--- config.mk ---
export PLATFORM = sky130hd
export DESIGN_NAME = if_stage_mo
export DESIGN_NICKNAME = d
export VERILOG_FILES = /design/src/rtl/if_stage_mo_pkg.sv /design/src/rtl/if_stage_mo_fetch_fifo.sv /design/src/rtl/if_stage_mo.sv
export SDC_FILE = /design/constraint.sdc
export NUM_CORES = 1
export LEC_CHECK = 0
export BUFFER_PORTS_ARGS = -buffer_cell sky130_fd_sc_hd__buf_2
export CAP_MARGIN = 15
export CORE_MARGIN = 3
export CORE_UTILIZATION = 52
export DETAILED_ROUTE_END_ITERATION = 10
export PLACE_DENSITY = 0.76
export RECOVER_POWER = 50
export SLEW_MARGIN = 30
export SYNTH_ARGS = -nofsm -noshare
export SYNTH_HDL_FRONTEND = slang
export SYNTH_SLANG_ARGS = --single-unit
--- constraint.sdc ---
create_clock -name clk -period 3.6 [get_ports clk]
set_input_delay 0.36 -clock clk [delete_from_list [all_inputs] [get_ports clk]]
set_output_delay 0.36 -clock clk [all_outputs]
set_load 0.05 [all_outputs]
--- src/rtl/if_stage_mo_pkg.sv ---
// Shared constants and types for the instruction-fetch stage.
package if_stage_mo_pkg;

    localparam int XLEN = 32;

    // Boot address and general exception vector of the core.
    localparam logic [XLEN-1:0] RESET_PC_DEFAULT = 32'hbfc00000;
    localparam logic [XLEN-1:0] EXC_VECTOR       = 32'hbfc00380;

    // One instruction-buffer entry: {pc, inst, adel}.
    localparam int IBUF_ENTRY_W = XLEN + XLEN + 1;

    typedef struct packed {
        logic [XLEN-1:0] pc;
        logic [XLEN-1:0] inst;
        logic            adel;
    } ibuf_entry_t;

    // Builds a buffer entry; address-error entries always carry inst=0.
    function automatic ibuf_entry_t make_entry(input logic [XLEN-1:0] pc,
                                               input logic [XLEN-1:0] inst,
                                               input logic            adel);
        ibuf_entry_t e;
        e.pc   = pc;
        e.inst = adel ? '0 : inst;
        e.adel = adel;
        return e;
    endfunction

endpackage

--- src/rtl/if_stage_mo_fetch_fifo.sv ---
// Small synchronous FIFO used for the PC queue and the instruction buffer.
// Clear has priority over push/pop; push into a full FIFO is only taken when
// a pop happens in the same cycle.
module fetch_fifo #(
    parameter int WIDTH = 32,
    parameter int DEPTH = 2
) (
    input  logic                         clk,
    input  logic                         rst,
    input  logic                         i_push,
    input  logic [WIDTH-1:0]             i_data,
    input  logic                         i_pop,
    input  logic                         i_clear,
    output logic [WIDTH-1:0]             o_head,
    output logic [$clog2(DEPTH+1)-1:0]   o_count,
    output logic                         o_full,
    output logic                         o_empty
);

    localparam int PW = (DEPTH > 1) ? $clog2(DEPTH) : 1;
    localparam int CW = $clog2(DEPTH+1);

    logic [WIDTH-1:0] r_mem [DEPTH];
    logic [PW-1:0]    r_wr_ptr;
    logic [PW-1:0]    r_rd_ptr;
    logic [CW-1:0]    r_count;
    logic             w_do_push;
    logic             w_do_pop;

    // Pointers wrap at DEPTH, which need not be a power of two.
    function automatic logic [PW-1:0] ptr_next(input logic [PW-1:0] p);
        return (p == PW'(DEPTH-1)) ? '0 : p + PW'(1);
    endfunction

    assign w_do_pop  = i_pop && !o_empty;
    assign w_do_push = i_push && (!o_full || w_do_pop);

    assign o_head  = r_mem[r_rd_ptr];
    assign o_count = r_count;
    assign o_full  = (r_count == CW'(DEPTH));
    assign o_empty = (r_count == '0);

    // Pointer and occupancy bookkeeping.
    always_ff @(posedge clk or posedge rst) begin
        if (rst) begin
            r_wr_ptr <= '0;
            r_rd_ptr <= '0;
            r_count  <= '0;
        end else if (i_clear) begin
            r_wr_ptr <= '0;
            r_rd_ptr <= '0;
            r_count  <= '0;
        end else begin
            if (w_do_push) r_wr_ptr <= ptr_next(r_wr_ptr);
            if (w_do_pop)  r_rd_ptr <= ptr_next(r_rd_ptr);
            case ({w_do_push, w_do_pop})
                2'b10:   r_count <= r_count + CW'(1);
                2'b01:   r_count <= r_count - CW'(1);
                default: r_count <= r_count;
            endcase
        end
    end

    // Storage array; contents are don't-care while the FIFO is empty.
    always_ff @(posedge clk) begin
        if (w_do_push && !i_clear) r_mem[r_wr_ptr] <= i_data;
    end

endmodule

--- src/rtl/if_stage_mo.sv ---
// Instruction-fetch stage with several requests in flight on the
// addr_ok/data_ok bus and a small instruction buffer in front of decode.
//
// Handshakes: a request is accepted on a cycle where inst_sram_req and
// inst_sram_addr_ok are both 1; each data_ok returns exactly one earlier
// accepted request, in order. Decode takes the buffer head on a cycle where
// fs_to_ds_valid and ds_allowin are both 1; fs_* are stable until then.
module if_stage_mo
    import if_stage_mo_pkg::*;
#(
    parameter int          MAX_OUTSTANDING = 2,
    parameter int          IBUF_DEPTH      = 4,
    parameter logic [31:0] RESET_PC        = RESET_PC_DEFAULT
) (
    input  logic        clk,
    input  logic        reset,
    input  logic        redirect_valid,
    input  logic [31:0] redirect_pc,
    input  logic        ds_allowin,
    output logic        fs_to_ds_valid,
    output logic [31:0] fs_pc,
    output logic [31:0] fs_inst,
    output logic        fs_adel,
    output logic        inst_sram_req,
    output logic [3:0]  inst_sram_wen,
    output logic [31:0] inst_sram_addr,
    output logic [31:0] inst_sram_wdata,
    input  logic        inst_sram_addr_ok,
    input  logic        inst_sram_data_ok,
    input  logic [31:0] inst_sram_rdata
);

    localparam int OCW = $clog2(MAX_OUTSTANDING+1);
    localparam int ICW = $clog2(IBUF_DEPTH+1);

    logic [31:0]    r_fetch_pc;
    logic [OCW-1:0] r_out_cnt;
    logic [OCW-1:0] r_discard_cnt;
    logic           r_halted;

    logic [OCW-1:0] w_out_cnt_nxt;
    logic [OCW-1:0] w_discard_cnt_nxt;
    logic [OCW-1:0] w_live_out;
    logic           w_credit_ok;
    logic           w_req;
    logic           w_accept;
    logic           w_resp;
    logic           w_resp_drop;
    logic           w_resp_live;
    logic           w_adel_push;

    logic [31:0]    w_pcq_head;
    logic [OCW-1:0] w_pcq_count;
    logic           w_pcq_full;
    logic           w_pcq_empty;

    ibuf_entry_t    w_ibuf_in;
    ibuf_entry_t    w_ibuf_head;
    logic [ICW-1:0] w_ibuf_count;
    logic           w_ibuf_full;
    logic           w_ibuf_empty;
    logic           w_ibuf_push;
    logic           w_ibuf_pop;

    logic           w_unused;

    // Live requests are the outstanding ones whose data will be kept. A new
    // request is only issued if the buffer has room for every live response,
    // so a kept data_ok always finds a free slot.
    assign w_live_out  = r_out_cnt - r_discard_cnt;
    assign w_credit_ok = (32'(w_live_out) + 32'(w_ibuf_count)) < 32'(IBUF_DEPTH);

    assign w_req = !reset && !redirect_valid && !r_halted
                && (r_fetch_pc[1:0] == 2'b00)
                && (32'(r_out_cnt) < 32'(MAX_OUTSTANDING))
                && w_credit_ok;

    assign w_accept = w_req && inst_sram_addr_ok;

    // Responses are in order: the first discard_cnt of them belong to the
    // stream abandoned by the last redirect. A redirect drops this cycle's
    // response too; it is folded into the new discard count.
    assign w_resp      = inst_sram_data_ok && (r_out_cnt != '0);
    assign w_resp_drop = w_resp && !redirect_valid && (r_discard_cnt != '0);
    assign w_resp_live = w_resp && !redirect_valid && (r_discard_cnt == '0) && !w_pcq_empty;

    // A misaligned fetch PC becomes an address-error entry once every live
    // request ahead of it has returned, keeping program order in the buffer.
    assign w_adel_push = !redirect_valid && !r_halted
                      && (r_fetch_pc[1:0] != 2'b00)
                      && w_pcq_empty && !w_ibuf_full;

    assign w_ibuf_push = w_resp_live || w_adel_push;
    assign w_ibuf_pop  = !w_ibuf_empty && ds_allowin && !redirect_valid;

    // Selects what goes into the buffer: fetched data or an address-error entry.
    always_comb begin
        w_ibuf_in = make_entry(r_fetch_pc, '0, 1'b1);
        if (w_resp_live) begin
            w_ibuf_in = make_entry(w_pcq_head, inst_sram_rdata, 1'b0);
        end
    end

    // Next values of the outstanding and discard counters.
    always_comb begin
        w_out_cnt_nxt     = r_out_cnt;
        w_discard_cnt_nxt = r_discard_cnt;
        if (w_accept && !w_resp) begin
            w_out_cnt_nxt = r_out_cnt + OCW'(1);
        end else if (!w_accept && w_resp) begin
            w_out_cnt_nxt = r_out_cnt - OCW'(1);
        end
        if (redirect_valid) begin
            w_discard_cnt_nxt = w_out_cnt_nxt;
        end else if (w_resp_drop) begin
            w_discard_cnt_nxt = r_discard_cnt - OCW'(1);
        end
    end

    // Fetch PC, counters and halt flag.
    always_ff @(posedge clk or posedge reset) begin
        if (reset) begin
            r_fetch_pc    <= RESET_PC;
            r_out_cnt     <= '0;
            r_discard_cnt <= '0;
            r_halted      <= 1'b0;
        end else begin
            r_out_cnt     <= w_out_cnt_nxt;
            r_discard_cnt <= w_discard_cnt_nxt;
            if (redirect_valid) begin
                r_fetch_pc <= redirect_pc;
                r_halted   <= 1'b0;
            end else begin
                if (w_accept)    r_fetch_pc <= r_fetch_pc + 32'd4;
                if (w_adel_push) r_halted   <= 1'b1;
            end
        end
    end

    fetch_fifo #(
        .WIDTH (32),
        .DEPTH (MAX_OUTSTANDING)
    ) u_pcq (
        .clk     (clk),
        .rst     (reset),
        .i_push  (w_accept),
        .i_data  (r_fetch_pc),
        .i_pop   (w_resp_live),
        .i_clear (redirect_valid),
        .o_head  (w_pcq_head),
        .o_count (w_pcq_count),
        .o_full  (w_pcq_full),
        .o_empty (w_pcq_empty)
    );

    fetch_fifo #(
        .WIDTH (IBUF_ENTRY_W),
        .DEPTH (IBUF_DEPTH)
    ) u_ibuf (
        .clk     (clk),
        .rst     (reset),
        .i_push  (w_ibuf_push),
        .i_data  (w_ibuf_in),
        .i_pop   (w_ibuf_pop),
        .i_clear (redirect_valid),
        .o_head  (w_ibuf_head),
        .o_count (w_ibuf_count),
        .o_full  (w_ibuf_full),
        .o_empty (w_ibuf_empty)
    );

    // PC-queue occupancy mirrors live_out and is not needed here.
    assign w_unused = ^{w_pcq_count, w_pcq_full};

    assign inst_sram_req   = w_req;
    assign inst_sram_addr  = r_fetch_pc;
    assign inst_sram_wen   = 4'b0000;
    assign inst_sram_wdata = 32'h0000_0000;

    assign fs_to_ds_valid = !w_ibuf_empty;
    assign fs_pc          = w_ibuf_head.pc;
    assign fs_inst        = w_ibuf_head.inst;
    assign fs_adel        = w_ibuf_head.adel;

endmodule

### After elaboration in Yosys (flattened, before gate mapping)

Memory sizes are Yosys's and may differ from the RTL's.
Index checks and enable logic that the tools add are counted.

* reductions and logical operators: 53
* $lt $le $gt $ge: 2
* div/mod/pow operators: 0
* eq/ne operators: 8
* shift-type cells: 0
* mux-type cells: 29
* add/subtract/negate cells: 14
* $mul: 0
* bitwise gates (word level): 0

Operators with widths (count)
* $mux 65: 1
* $mux 32: 2
* $add 32x3->32 const B: 1
* $logic_and 1x1->1: 25
* $mux 2: 11
* $reduce_bool 2->1: 10
* $mux 1: 12
* $eq 2x2->1 const B: 5
* $logic_not 1->1: 9
* $add 2x1->2 const B: 4
* $logic_not 2->1: 3
* $pmux 3 s2: 1
* $reduce_bool 3->1: 2
* $sub 2x1->2 const B: 3
* $add 2x3->4: 1
* $eq 2x1->1 const B: 2
* $lt 4x3->1 const B: 1
* $pmux 2 s2: 1
* $add 3x1->3 const B: 1
* $eq 3x3->1 const B: 1
* $logic_not 3->1: 1
* $logic_or 1x1->1: 3
* $mux 3: 1
* $sub 3x1->3 const B: 1
* 3 further kinds: 4

* memories kept: 2
* memory bits (read-only): 0
* latch bits: 0
* memory bits (writable): 324
* flip-flop bits (word level): 48
* output and inout bits: 135
* bits of input ports: 70
* word-level logic and storage cells: 118

Memories
* u_ibuf.r_mem: depth 4, bits a word 65, read ports 1, clocked after Yosys merged registers in 0, write ports 1, RTL line if_stage_mo_fetch_fifo.sv:23 `logic [WIDTH-1:0] r_mem [DEPTH];`
* u_pcq.r_mem: depth 2, bits a word 32, read ports 1, clocked after Yosys merged registers in 0, write ports 1, RTL line if_stage_mo_fetch_fifo.sv:23

### Logic depth before layout (Yosys ltp)

Gate-level depths: netlist (run 1).

* depth after elaboration: 12
* depth in mapped cells: 12
* gate-level depth less buffers: 10

### Modules after synthesis

A second synthesis (run 1) with hierarchy kept.

* cells, all modules: 965
* area, all modules: 15695.1 µm²

By module, submodules not included
* fetch_fifo (u_ibuf): seq. area each 7982.7 µm², cells each 403, times used 1, area an instance 9943.3 µm²
* if_stage_mo: seq. area each 937.1 µm², cells each 432, times used 1, area an instance 3190.6 µm²
* fetch_fifo (u_pcq): seq. area each 2021.9 µm², cells each 130, times used 1, area an instance 2561.2 µm²

### Least setup slack after synthesis (run 1)

OpenSTA, ideal clock, no wires.

* kind: flip-flop to flip-flop
* start point: reg r_out_cnt[1]
* end point: mem u_ibuf.r_mem[2][0] in the netlist's numbering, enable pin
* period minus slack after synthesis: 3673 ps
* required time: 3170 ps
* slack: -73 ps
* setup time: 430 ps
* path buffers: 0
* arrival: 3243 ps
* cell stages (with the launch flop): 8
* path through: dfrtp_1 -> inv_1 -> ha_1 -> nand4bb_1 -> nor2_1 -> inv_1 -> o22ai_1 -> and2_1

* cells in the longest elaborated chain, start to end: 10

RTL lines
* from (decl): RTL line if_stage_mo.sv:37 `logic [OCW-1:0] r_out_cnt;`
* from (signal assigned): RTL line if_stage_mo.sv:128 `r_out_cnt <= w_out_cnt_nxt;`
* $reduce_bool 2->1: RTL line if_stage_mo.sv:83 `assign w_resp = inst_sram_data_ok && (r_out_cnt != '0);`
* $logic_and 1x1->1: RTL line if_stage_mo.sv:83
* $logic_and 1x1->1 (3 in series): RTL line if_stage_mo.sv:85 `assign w_resp_live = w_resp && !redirect_valid && (r_discard_cnt == '0) && !w_pcq_empty;`
* $logic_or 1x1->1: RTL line if_stage_mo.sv:93 `assign w_ibuf_push = w_resp_live || w_adel_push;`
* $logic_and 1x1->1: RTL line if_stage_mo_fetch_fifo.sv:36 `assign w_do_push = i_push && (!o_full || w_do_pop);`
* $logic_and 1x1->1: RTL line if_stage_mo_fetch_fifo.sv:66 `if (w_do_push && !i_clear) r_mem[r_wr_ptr] <= i_data;`
* $mux 1: RTL line if_stage_mo_fetch_fifo.sv:66
* $mux 1 (not written as such): RTL line if_stage_mo_fetch_fifo.sv:66
* to (decl): RTL line if_stage_mo_fetch_fifo.sv:23

No other way between the ends.

### Worst setup path after layout (run 1)

* start point: reg r_out_cnt[1]
* end point: mem u_ibuf.r_mem[1][17] in the netlist's numbering, enable pin

The elaborated chain is that of the path after synthesis.

==> results.env, run 1 <==
WORST_IR_DROP_VDD_mV=0.355
HOLD_PATH_STARTPOINT='redirect_pc[3]'
DRC_ERRORS=0
DR.FIRST_ITER.DRC_COUNT=724
YOSYS_WARNINGS=0
CRITICAL_PATH_REQUIRED_NS=3.72
SYNTH_SEQUENTIAL_AREA_RATIO=0.709
NUMBER_OF_I_O_PORT_BUFFERS=168
DRTPASS1ITERATIONS=5
TIMING.FINAL.CRIT_PERIOD_NS=3.09
POST-CTS-SETUP-BUFFER-COUNT=0
SYNTH_FF_TYPE='edfxtp_1'
CTS_NUM_SINKS=372
FINAL.SETUP_SKEW_NS=0.0122
MAX_FREQ_MHz=324
FIRST_PASS_GRT_WIRE_LENGTH_MM=48.6
CLK_PIN_SLEW_NS=0.06
ENDPOINT_TYPE_OF_THE_WORST_SETUP_PATH='flop'
PATH_CLASS='reg2reg'
REG2REG_FROM='r_out_cnt[1]'
CTS-ROOT-TO-SINK-BUFFERS=3
ASYNC_FLOP_SHARE=0.129
FINAL.SETUP.TNS_NS=0
INITIAL_CORE_UTIL=0.533
ANT_NETS=0
CRITPATHARRIVALTIME_NS=3.21
SYN-CELL-AREA_UM2=15400
PLACE_HPWL_MM=20.7
MIN_PATH_TYPE='in2reg'
AREA_DELTA_SYNTH_FINAL_PCT=15.7
YS_TYPES=56
GRT_OVERFLOW=0
N_FILL_CELL=2071
ROW_COUNT=62
GLOBALROUTETOTALUTIL=0.199
CLOCK_LATENCY_NS=0.51
GRT_START_MAX_NET_PINS=63
WL_PER_CELL_UM=20.9
POSTCTSRESIZEDCELLS=0
SYN_AVG_CELL_AREA_UM2=16.5
POST_CTS_HOLD_BUFFER_COUNT=1
FINISH.CELL_COUNT_WITHOUT_FILLERS=1533
REG2REG_SETUP_SLACK_NS=0.51
OUTCOME='finished, violations left'
DIEAREA_UM2=31800
VIAS_PER_CELL=5.73
CELLLEAKAGEPOWER_nW=6.21
P_PER_AREA_nW_PER_UM2=680
VIOLATIONS_IN_THE_FINAL_REPORTS='capacitance limit, slew limit'
TIMING.SLEW.HEADROOM=-0.230
RR_ENDPOINT='u_ibuf.r_mem[1][17]'
DIE_W_UM=178
WHS_PATH_DEPTH=3
HTREE_LEVELS=2
VIA_COUNT=8787
SETUP_VIOL=0
SLEW_VIOL_FINAL=48
LAYOUT_WORST_PATH_CYCLE_SHARE=0.857
GRT_SETUP_UNREPAIRED='no'
ROUTE.FINAL.WIRE_LENGTH_MM=32.0
HOLD_VIO_CNT_FINAL=0
DRIVE_ABOVE_1_SHARE=0.252
SYNTH_ENABLE_FLOP_CELLS=324
DIE_H_UM=178
NUMBER_OF_PLACED_INSTANCES_WITH_TAPS_INCLUDED=1464
PLACE.GP.CONGESTION=0.851
WHS_ENDPOINT='inst_sram_addr[3]'
MAXCAPVIOLATIONS=1
CTS_TREE='built'
IO_PINS=205
CTS-BUFFERS-INSERTED=38
START_KIND='flop'
ANTENNA_FOUND_INITIAL=2
ANTENNA_CELLS=0
SYN_INST=936
FINAL_NETS=1201
WORST_MARGIN_PIN_SLEW_NS=1.85
NUMBER_OF_STORAGE_ELEMENTS_IN_THE_SYNTHESIS_NETLIST=372
CRIT_FANOUT=39
R2R.WORST_PATH.CELLS=9
CORE_AREA_UM2=28900
FIRST_GLOBAL_VIAS=8558
CTS.ROOT.BUFFER_CELL='clkbuf_16'
[worst max-delay path, cell delays in order (launching register included)]
cell and delay, ns:
dfrtp_1 0.40, inv_1 0.07, ha_1 0.21, nand4bb_1 0.32, nor2_4 0.18, clkinv_1 0.09
o22ai_1 0.13, clkbuf_1 0.29, and2_4 0.20, buf_2 0.80
[layer usage]
layer / share of wire / GRT usage
met5: 0.00041 / 0
met4: 0.013 / 0.0406
met3: 0.066 / 0.0281
met2: 0.48 / 0.315
met1: 0.44 / 0.301
[synth_stat cells (all sizes together), types with 7 or more instances]
cell type,n,area share
edfxtp,324,0.63
nand2,77,0.019
mux4,65,0.095
o21ai,56,0.018
buf,48,0.022
nor2,43,0.010
dfrtp,39,0.063
and2,38,0.015
mux2i,35,0.023
clkbuf,34,0.0083
nand3,16,0.0055
inv,15,0.0037
nand4,13,0.0062
a31oi,10,0.0041
a21oi,9,0.0029
dfstp,9,0.015
ha,9,0.0073
nor3,8,0.0033
o311ai,8,0.0045
nand3b,7,0.0034
xnor2,7,0.0040
[sequential cells by signal (all words and copies together) (netlist names), 3 cells and up]
| name | flops |
|---|---|
| u_ibuf.r_mem | 260 |
| u_ibuf.o_count | 3 |
| u_pcq.r_mem | 64 |
| inst_sram_addr | 32 |
[cells in the final DEF, fill, tap and decap left out, types with 4 or more instances in the layout]
cell type / netlist / layout
a21o_1: 4 / 4
a21oi_1: 9 / 9
a31oi_1: 10 / 10
and2_0: 0 / 32
and3_1: 4 / 4
buf_12: 0 / 5
buf_2: 7 / 133
buf_4: 38 / 13
bufinv_16: 0 / 4
clkbuf_1: 34 / 48
clkbuf_16: 0 / 39
clkinv_1: 0 / 6
clkinv_2: 0 / 7
conb_1: 1 / 36
dfrtp_1: 39 / 36
dfstp_1: 0 / 9
edfxtp_1: 324 / 324
ha_1: 9 / 9
inv_1: 15 / 14
mux2i_1: 35 / 35
mux4_2: 65 / 65
nand2_1: 77 / 77
nand2b_1: 4 / 4
nand3_1: 15 / 15
nand3b_1: 7 / 7
nand4_1: 12 / 12
nor2_1: 43 / 40
nor2b_1: 5 / 5
nor3_1: 7 / 7
nor4_1: 4 / 5
o211ai_1: 6 / 6
o21ai_0: 56 / 56
o311ai_0: 8 / 8
xnor2_1: 7 / 7
xor2_1: 5 / 5
[worst max path at each step]
| stage | startpoint | to | slack (ns) | depth (start not counted) |
|---|---|---|---|---|
| 6_report | r_out_cnt[1] | u_ibuf.r_mem[1][17] | 0.51 | 9 |
| 2_1_floorplan | r_discard_cnt[0] | u_pcq.r_mem[0][0] | 0.10 | 9 |
| 4_1_cts | r_out_cnt[0] | u_pcq.r_mem[1][24] | 0.77 | 10 |
| 5_1_grt | r_out_cnt[1] | u_ibuf.r_mem[1][17] | 0.33 | 9 |
| 3_3_place_gp | r_out_cnt[1] | u_ibuf.o_count[2] | 0.86 | 11 |
| 3_5_place_dp | r_out_cnt[1] | u_ibuf.o_count[2] | 0.77 | 11 |
[final cells by class]
type / instances / area [µm²] / share of cell area
Inverter: 15 / 56.3 / 0.00316
Sequential cell: 372 / 11000 / 0.614
Tap cell: 384 / 480 / 0.0269
Timing Repair Buffer: 192 / 1020 / 0.0574
Clock inverter: 19 / 198 / 0.0111
Clock buffer: 49 / 1020 / 0.0574
Multi-Input combinational cell: 502 / 4110 / 0.230
[kinds of logic after synthesis]
| family | share of synthesized area |
|---|---|
| DFF | 0.709 |
| and+or+nand+nor | 0.0763 |
| AOI/OAI and AO/OA | 0.0449 |
| muxes | 0.120 |
| buffers and inverters | 0.0339 |
| xor gates and xnor gates | 0.00681 |
| adders and majority gates | 0.00860 |
| other | 0.000243 |
[metrics by stage]
step / hold slack (ns) / setup WS [ns] / utilization / total power, W / instance area, µm²
6_report: 0.0630 / 0.513 / 0.617 / 0.0121 / 17800
5_1_grt: 0.0721 / 0.332 / 0.617 / 0.0126 / 17800
4_1_cts: 0.0494 / 0.771 / 0.620 / 0.0123 / 17900
3_5_place_dp: 0.495 / 0.765 / 0.577 / 0.00846 / 16700
3_3_place_gp: 0.490 / 0.864 / 0.577 / 0.00841 / 16700
2_1_floorplan: 0.471 / 0.101 / - / 0.00769 / 15600
[where the power goes]
group	switching, W	total [W]	internal (W)
Sequential	0.000247	0.00536	0.00511
Combinational	0.00207	0.00295	0.000886
Clock	0.00153	0.00382	0.00230
Total	0.00384	0.0121	0.00830
No activity file was read; power rests on OpenSTA's default activity.
==> run 2, diff against run 1 <==
- ABC_AREA: default -> 1
==> run 2 against run 1 <==
The run now ends clean. First-iteration DRC count grew 45%. Sequential power is essentially flat. Power grew 2.6%. Clock power grew 3%. Register-to-register slack gained 0.20 ns. Clock skew grew 0.0019 ns.
==> results.env, run 2 <==
SYNTHSIMPLEGATEAREAFRAC=0.124
ASYNC_FLOP_SHARE=0.129
FINAL.SETUP_SKEW_NS=0.0141
ROUTE.MET3.WL_MM=2.54
CRITPATHMAXSTAGEDELAY_NS=0.87
CRITPATHARRIVALTIME_NS=2.71
IO_PINS=205
DRC_ERRORS=0
ROW_COUNT=63
MIN_PATH_TYPE='in2reg'
SYNTH.MUX.AREA_FRACTION=0
CTS_TREE='built'
DIE_H_UM=182
SYN_AVG_CELL_AREA_UM2=11.1
WL_PER_CELL_UM=17.9
POST-SYNTH-TOP-AREA-CELL='edfxtp_1'
REGISTERS.TOP_BY_FF_COUNT='u_ibuf.r_mem'
SYNTHADDERAREAFRAC=0.00823
CRIT_SLOWEST_CELL='inv_1'
CP_CELL_SEQUENCE='inv_1 > buf_12 > o21ai_0 > o22ai_1 > buf_2'
NUMBER_OF_I_O_PORT_BUFFERS=168
TIMING.FINAL.CRIT_PERIOD_NS=3.07
FIRST_PASS_GRT_WIRE_LENGTH_MM=57.2
WORST_MARGIN_PIN_SLEW_NS=1.44
DRTPASS1ITERATIONS=5
GRT_OVERFLOW=0
FINAL.SETUP.TNS_NS=0
DIE_W_UM=182
YOSYS_WARNINGS=0
NUMBER_OF_STORAGE_ELEMENTS_IN_THE_SYNTHESIS_NETLIST=372
LAYOUT_COMMONEST_CELL='edfxtp_1'
TIMING.SLEW.HEADROOM=0.0423
ROUTE.MET2.WL_MM=17.2
R2R.WORST_PATH.CELLS=10
N_FILL_CELL=2409
DIEAREA_UM2=33100
SYN_INST=1448
POST-CTS-SETUP-BUFFER-COUNT=0
FINAL_NETS=1685
YOSYSTOPAREACELLSHARE=0.604
DRIVE_ABOVE_1_SHARE=0.155
WORST_IR_DROP_VDD_mV=0.359
INITIAL_CORE_UTIL=0.535
CLOCK_LATENCY_NS=0.53
VIAS_PER_CELL=5.44
PATH_CLASS='reg2out'
ROUTE.TOP_LAYER_USED='met4'
OUTCOME='finished, final reports clean'
SYNTH_ENABLE_FLOP_CELLS=324
MAX_FREQ_MHz=326
FINAL_CORE_UTIL=0.615
RR_ENDPOINT='u_ibuf.r_mem[2][50]'
GRT_SETUP_UNREPAIRED='no'
SYNTH_FF_TYPE='edfxtp_1'
GRT_START_MAX_NET_PINS=67
ANTENNA_FOUND_INITIAL=0
HOLD_PATH_STARTPOINT='redirect_pc[14]'
SYNTH_SEQUENTIAL_AREA_RATIO=0.679
POSTCTSRESIZEDCELLS=0
AREA_DELTA_SYNTH_FINAL_PCT=14.9
DR.FIRST_ITER.DRC_COUNT=1050
CRIT_FANOUT=36
CORE_AREA_UM2=30100
MAXCAPVIOLATIONS=0
YOSYSMOSTFREQUENTCELL='edfxtp_1'
FINAL_DESIGN_AREA_NO_FILL_UM2=18500
SYNTH_COMPOUND_GATE_AREA_SHARE=0.108
WHS_ENDPOINT='inst_sram_addr[14]'
P_PER_AREA_nW_PER_UM2=673
START_KIND='flop'
POST_CTS_HOLD_BUFFER_COUNT=0
CTS.ROOT.BUFFER_CELL='clkbuf_16'
CLK_PIN_SLEW_NS=0.06
LAYOUT_WORST_PATH_CYCLE_SHARE=0.853
SYNTH_COMMONEST_CELLS='edfxtp_1 (324), nor2_1 (211), nand2_1 (210), o21ai_0 (183), inv_1 (137)'
SYN-CELL-AREA_UM2=16100
REG2REG_FROM='r_out_cnt[1]'
ANTENNA_CELLS=0
CTS-BUFFERS-INSERTED=38
ENDPOINT_TYPE_OF_THE_WORST_SETUP_PATH='output pin'
WL_MET1_MM=15.6
YS_TYPES=39
SYNTH_TOP_FAMILY_BY_AREA='simple AND/OR/NAND/NOR gates'
PLACE.GP.CONGESTION=0.965
CTS-ROOT-TO-SINK-BUFFERS=3
FIRST_GLOBAL_VIAS=10700
SLEW_VIOL_FINAL=0
ROUTE.FINAL.WIRE_LENGTH_MM=36.3
YOSYS.AREA_SHARE.XOR_XNOR=0.0109
PLACE_HPWL_MM=23.4
FINAL_CELL_MIX='edfxtp_1 (324), nand2_1 (210), nor2_1 (205)'
VIA_COUNT=11000
POST_DP_CELL_AREA_UM2=17300
CTS_NUM_SINKS=372
LARGEST_REGISTER_FFS=260
CRITICAL_PATH_REQUIRED_NS=3.24
SETUP_VIOL=0
POST_SYNTH_MAIN_AREA_CONTRIBUTORS='edfxtp_1 (60%), dfrtp_1 (6.1%), o21ai_0 (5.7%)'
CELLLEAKAGEPOWER_nW=7.08
REG2REG_SETUP_SLACK_NS=0.71
HOLD_VIO_CNT_FINAL=0
GLOBALROUTETOTALUTIL=0.216
ANT_NETS=0
HTREE_LEVELS=2
WHS_PATH_DEPTH=3
run 2: worst max path at each step:
stage                       startpoint                 end  slack (ns)  depth (start not counted)
floorplan            inst_sram_addr[0]  u_ibuf.r_mem[0][0]       -0.83                          6
global placement          r_out_cnt[0]   u_pcq.r_mem[1][1]        0.84                         14
detailed placement        r_out_cnt[0]   u_pcq.r_mem[1][1]        0.77                         14
CTS                 u_ibuf.r_rd_ptr[0]           fs_pc[15]        0.67                          5
global route        u_ibuf.r_rd_ptr[1]         fs_inst[13]        0.35                          5
finish              u_ibuf.r_rd_ptr[1]         fs_inst[13]        0.53                          5
run 2: critical path, delay by kind of cell (launching register included):
kind	cells	cell delay [ns]
DFF	1	0.40
buffers and inverters	3	1.46
AOI/OAI and AO/OA	2	0.30
run 2: logic make-up (layout without fill, tap and decap cells):
logic type,count (synthesis),count (layout)
other,1,36
DFF,372,372
xor gates and xnor gates,20,20
and+or+nand+nor,490,490
AOI/OAI and AO/OA,306,306
buffers and inverters,249,401
adders and majority gates,10,10
run 2: where the power goes:
part	internal, W	switching [W]
sequential	0.00515	0.000232
combinational	0.000680	0.00245
clock	0.00232	0.00163
run 2: layout make-up:
class	instances	area, µm²	share of cell area
clock inverters	25	274	0.0148
flip-flops and latches	372	11000	0.592
clock buffers	45	1010	0.0544
repair buffers	190	1040	0.0564
multi-input cells	862	4210	0.227
inverters	141	533	0.0288
well taps	390	488	0.0264
run 2: through the flow:
step | std cells | hold WS (ns) | total power (W) | setup slack [ns]
finish | 2025 | 0.0513 | 0.0125 | 0.531
global route | 2025 | 0.0568 | 0.0130 | 0.346
CTS | 2025 | 0.0113 | 0.0126 | 0.667
detailed placement | 1955 | 0.528 | 0.00862 | 0.767
global placement | 1955 | 0.520 | 0.00855 | 0.844
floorplan | 1483 | 0.481 | 0.00778 | -0.831
run 2: metal layers:
layer	track usage	vias up
li1	-	5260
met5	0	-
met1	0.303	5263
met3	0.0317	61
met2	0.349	426
met4	0.0750	0
==> run 3, diff against run 2 <==
--- a/config.mk
+++ b/config.mk
@@ -10,4 +10,6 @@
 export CAP_MARGIN = 15
+export CORE_ASPECT_RATIO = 1.4
 export CORE_MARGIN = 3
 export CORE_UTILIZATION = 52
+export CTS_CLUSTER_SIZE = 40
 export DETAILED_ROUTE_END_ITERATION = 10
==> constraint.sdc (replaced) <==
create_clock -name clk -period 3.6 [get_ports clk]
set_input_delay 0.18 -clock clk [delete_from_list [all_inputs] [get_ports clk]]
set_output_delay 0.18 -clock clk [all_outputs]
set_load 0.05 [all_outputs]
==> run 3 against run 2 <==
The run now ends with capacitance limit, slew limit left. Fmax down 7.3%. Utilization up 0.072 points. First-iteration DRC count down 28%. Critical path type is now reg2reg. Highest routed layer unchanged.
==> results.env, run 3 (same netlist as run 2, synthesis figures left out) <==
OUTCOME='finished, violations left'
VIOLATIONS_IN_THE_FINAL_REPORTS='capacitance limit, slew limit'
PLACE_WORST_SETUP_SLACK_NS=0.735
FIRST_GLOBAL_VIAS=10800
VIAS_PER_CELL=5.41
HOLD_VIO_CNT_FINAL=0
DRIVE_ABOVE_1_SHARE=0.142
LAYOUT_WORST_PATH_CYCLE_SHARE=0.920
SETUP_VIOL=0
LARGEST_REGISTER_FFS=260
INITIAL_CORE_UTIL=0.533
DR.FIRST_ITER.DRC_COUNT=757
MAX_FREQ_MHz=302
P_PER_AREA_nW_PER_UM2=648
FF_LATCH_AREA_UM2=10900
PLACE.GP.CONGESTION=0.929
PLACE_HPWL_MM=22.5
CTS-ROOT-TO-SINK-BUFFERS=3
FINAL_DESIGN_AREA_NO_FILL_UM2=18600
NUMBER_OF_I_O_PORT_BUFFERS=168
POWER_FRAC_COMB=0.260
CLK_PIN_SLEW_NS=0.06
POST_DP_CELL_AREA_UM2=17200
DRTPASS1ITERATIONS=5
POWER.SHARE.SEQUENTIAL=0.445
GRT_START_MAX_NET_PINS=89
GRT_SETUP_UNREPAIRED='no'
CELLLEAKAGEPOWER_nW=7.12
POSTCTSRESIZEDCELLS=0
CTS_TREE='built'
SLEW_VIOL_FINAL=35
FINAL.SETUP_SKEW_NS=0.0171
DRC_ERRORS=0
TOTAL_SWITCHING_POWER_W=0.00415
FINAL_CORE_UTIL=0.615
IO_PINS=205
DIE_W_UM=155
TIMING.FINAL.CRIT_PERIOD_NS=3.31
CRITPATHARRIVALTIME_NS=3.55
DIEAREA_UM2=33200
CTS_NUM_SINKS=372
CTS.ROOT.BUFFER_CELL='clkbuf_16'
VIA_COUNT=11100
P_INT_W=0.00789
MULTIINPUTGATEAREA_UM2=4200
REG2REG_FROM='u_ibuf.o_count[0]'
CRITICAL_PATH_REQUIRED_NS=3.83
CLOCK_LATENCY_NS=0.51
GRT_OVERFLOW=0
AREA_DELTA_SYNTH_FINAL_PCT=15.4
HTREE_LEVELS=2
WORST_MARGIN_PIN_SLEW_NS=1.73
PATH_CLASS='reg2reg'
START_KIND='flop'
WORST_IR_DROP_VDD_mV=0.340
FIRST_PASS_GRT_WIRE_LENGTH_MM=56.6
P_SW_FRAC=0.345
POST-CTS-SETUP-BUFFER-COUNT=0
REG2REG_SETUP_SLACK_NS=0.29
P_CLK_FRAC=0.295
N_FILL_CELL=2413
ANTENNA_FOUND_INITIAL=0
ROUTE.FINAL.WIRE_LENGTH_MM=35.7
CTS-BUFFERS-INSERTED=36
WL_PER_CELL_UM=17.5
TIMING.SLEW.HEADROOM=-0.168
ROW_COUNT=75
CORE_AREA_UM2=30200
CP_STARTPOINT='u_ibuf.o_count[0]'
LAYOUT_COMMONEST_CELL='edfxtp_1'
ANT_NETS=0
FINAL_CELL_MIX='edfxtp_1 (324), nand2_1 (210), nor2_1 (205)'
CRIT_FANOUT=33
ENDPOINT_TYPE_OF_THE_WORST_SETUP_PATH='flop'
FINAL_NETS=1711
FINAL.SETUP.TNS_NS=0
FIN_WS_NS=0.288
POST_CTS_HOLD_BUFFER_COUNT=31
DIE_H_UM=214
ANTENNA_CELLS=0
HOLD_PATH_STARTPOINT='redirect_pc[24]'
GLOBALROUTETOTALUTIL=0.212
MAXCAPVIOLATIONS=2
MIN_PATH_TYPE='in2reg'
REGISTERS.TOP_BY_FF_COUNT='u_ibuf.r_mem'
## run 3: power groups by stage
stage	clock network, W	registers [W]	logic (W)
after CTS	0.00362	0.00536	0.00318
after global placement	0	0.00544	0.00309
after detailed placement	0	0.00545	0.00314
final	0.00356	0.00536	0.00313
after global routing	0.00381	0.00540	0.00337
after floorplan	0	0.00553	0.00224
## run 3: worst paths after layout
path | endpoint | depth (start not counted)
worst min-delay path | inst_sram_addr[24] | 5
worst max register to register | u_ibuf.r_mem[2][19] | 7
worst max-delay path | u_ibuf.r_mem[2][19] | 7
worst min register to register | r_halted | 2
max in group asynchronous | u_ibuf.r_rd_ptr[0] | 4
min in group asynchronous | inst_sram_addr[14] | 3
## run 3: area by class of cell
cell class,instances,area share
well taps,385,0.0259
clock inverters,18,0.00767
multi-input cells,862,0.226
clock buffers,46,0.0522
inverters,141,0.0287
flip-flops and latches,372,0.589
repair buffers,218,0.0709
## run 3: metrics by stage
stage                     hold WS, ns  std cells  total power [W]
after CTS                     0.00500       2042           0.0122
after global placement          0.242       1947          0.00853
final                          0.0230       2042           0.0120
after global routing           0.0403       2042           0.0126
after detailed placement        0.244       1947          0.00859
after floorplan                 0.301       1483          0.00778
## run 3: routing by layer
layer  GRT usage  part of all wire  wire length (µm)  up-vias
li1            -                 -                 -     5295
met1       0.271              0.40             14400     5329
met2       0.373              0.51             18400      365
met3      0.0307             0.056              2000       62
met4      0.0645             0.027               961        0
met5           0                 0                 0        -
## run 3: critical path: stages (launching register included)
cell and delay (ns):
dfrtp_1 0.43, inv_1 0.12, nand3_1 0.18, nand2_1 0.28
nor2_2 0.09, o21ai_0 1.33, nor2_4 0.27, buf_12 0.31
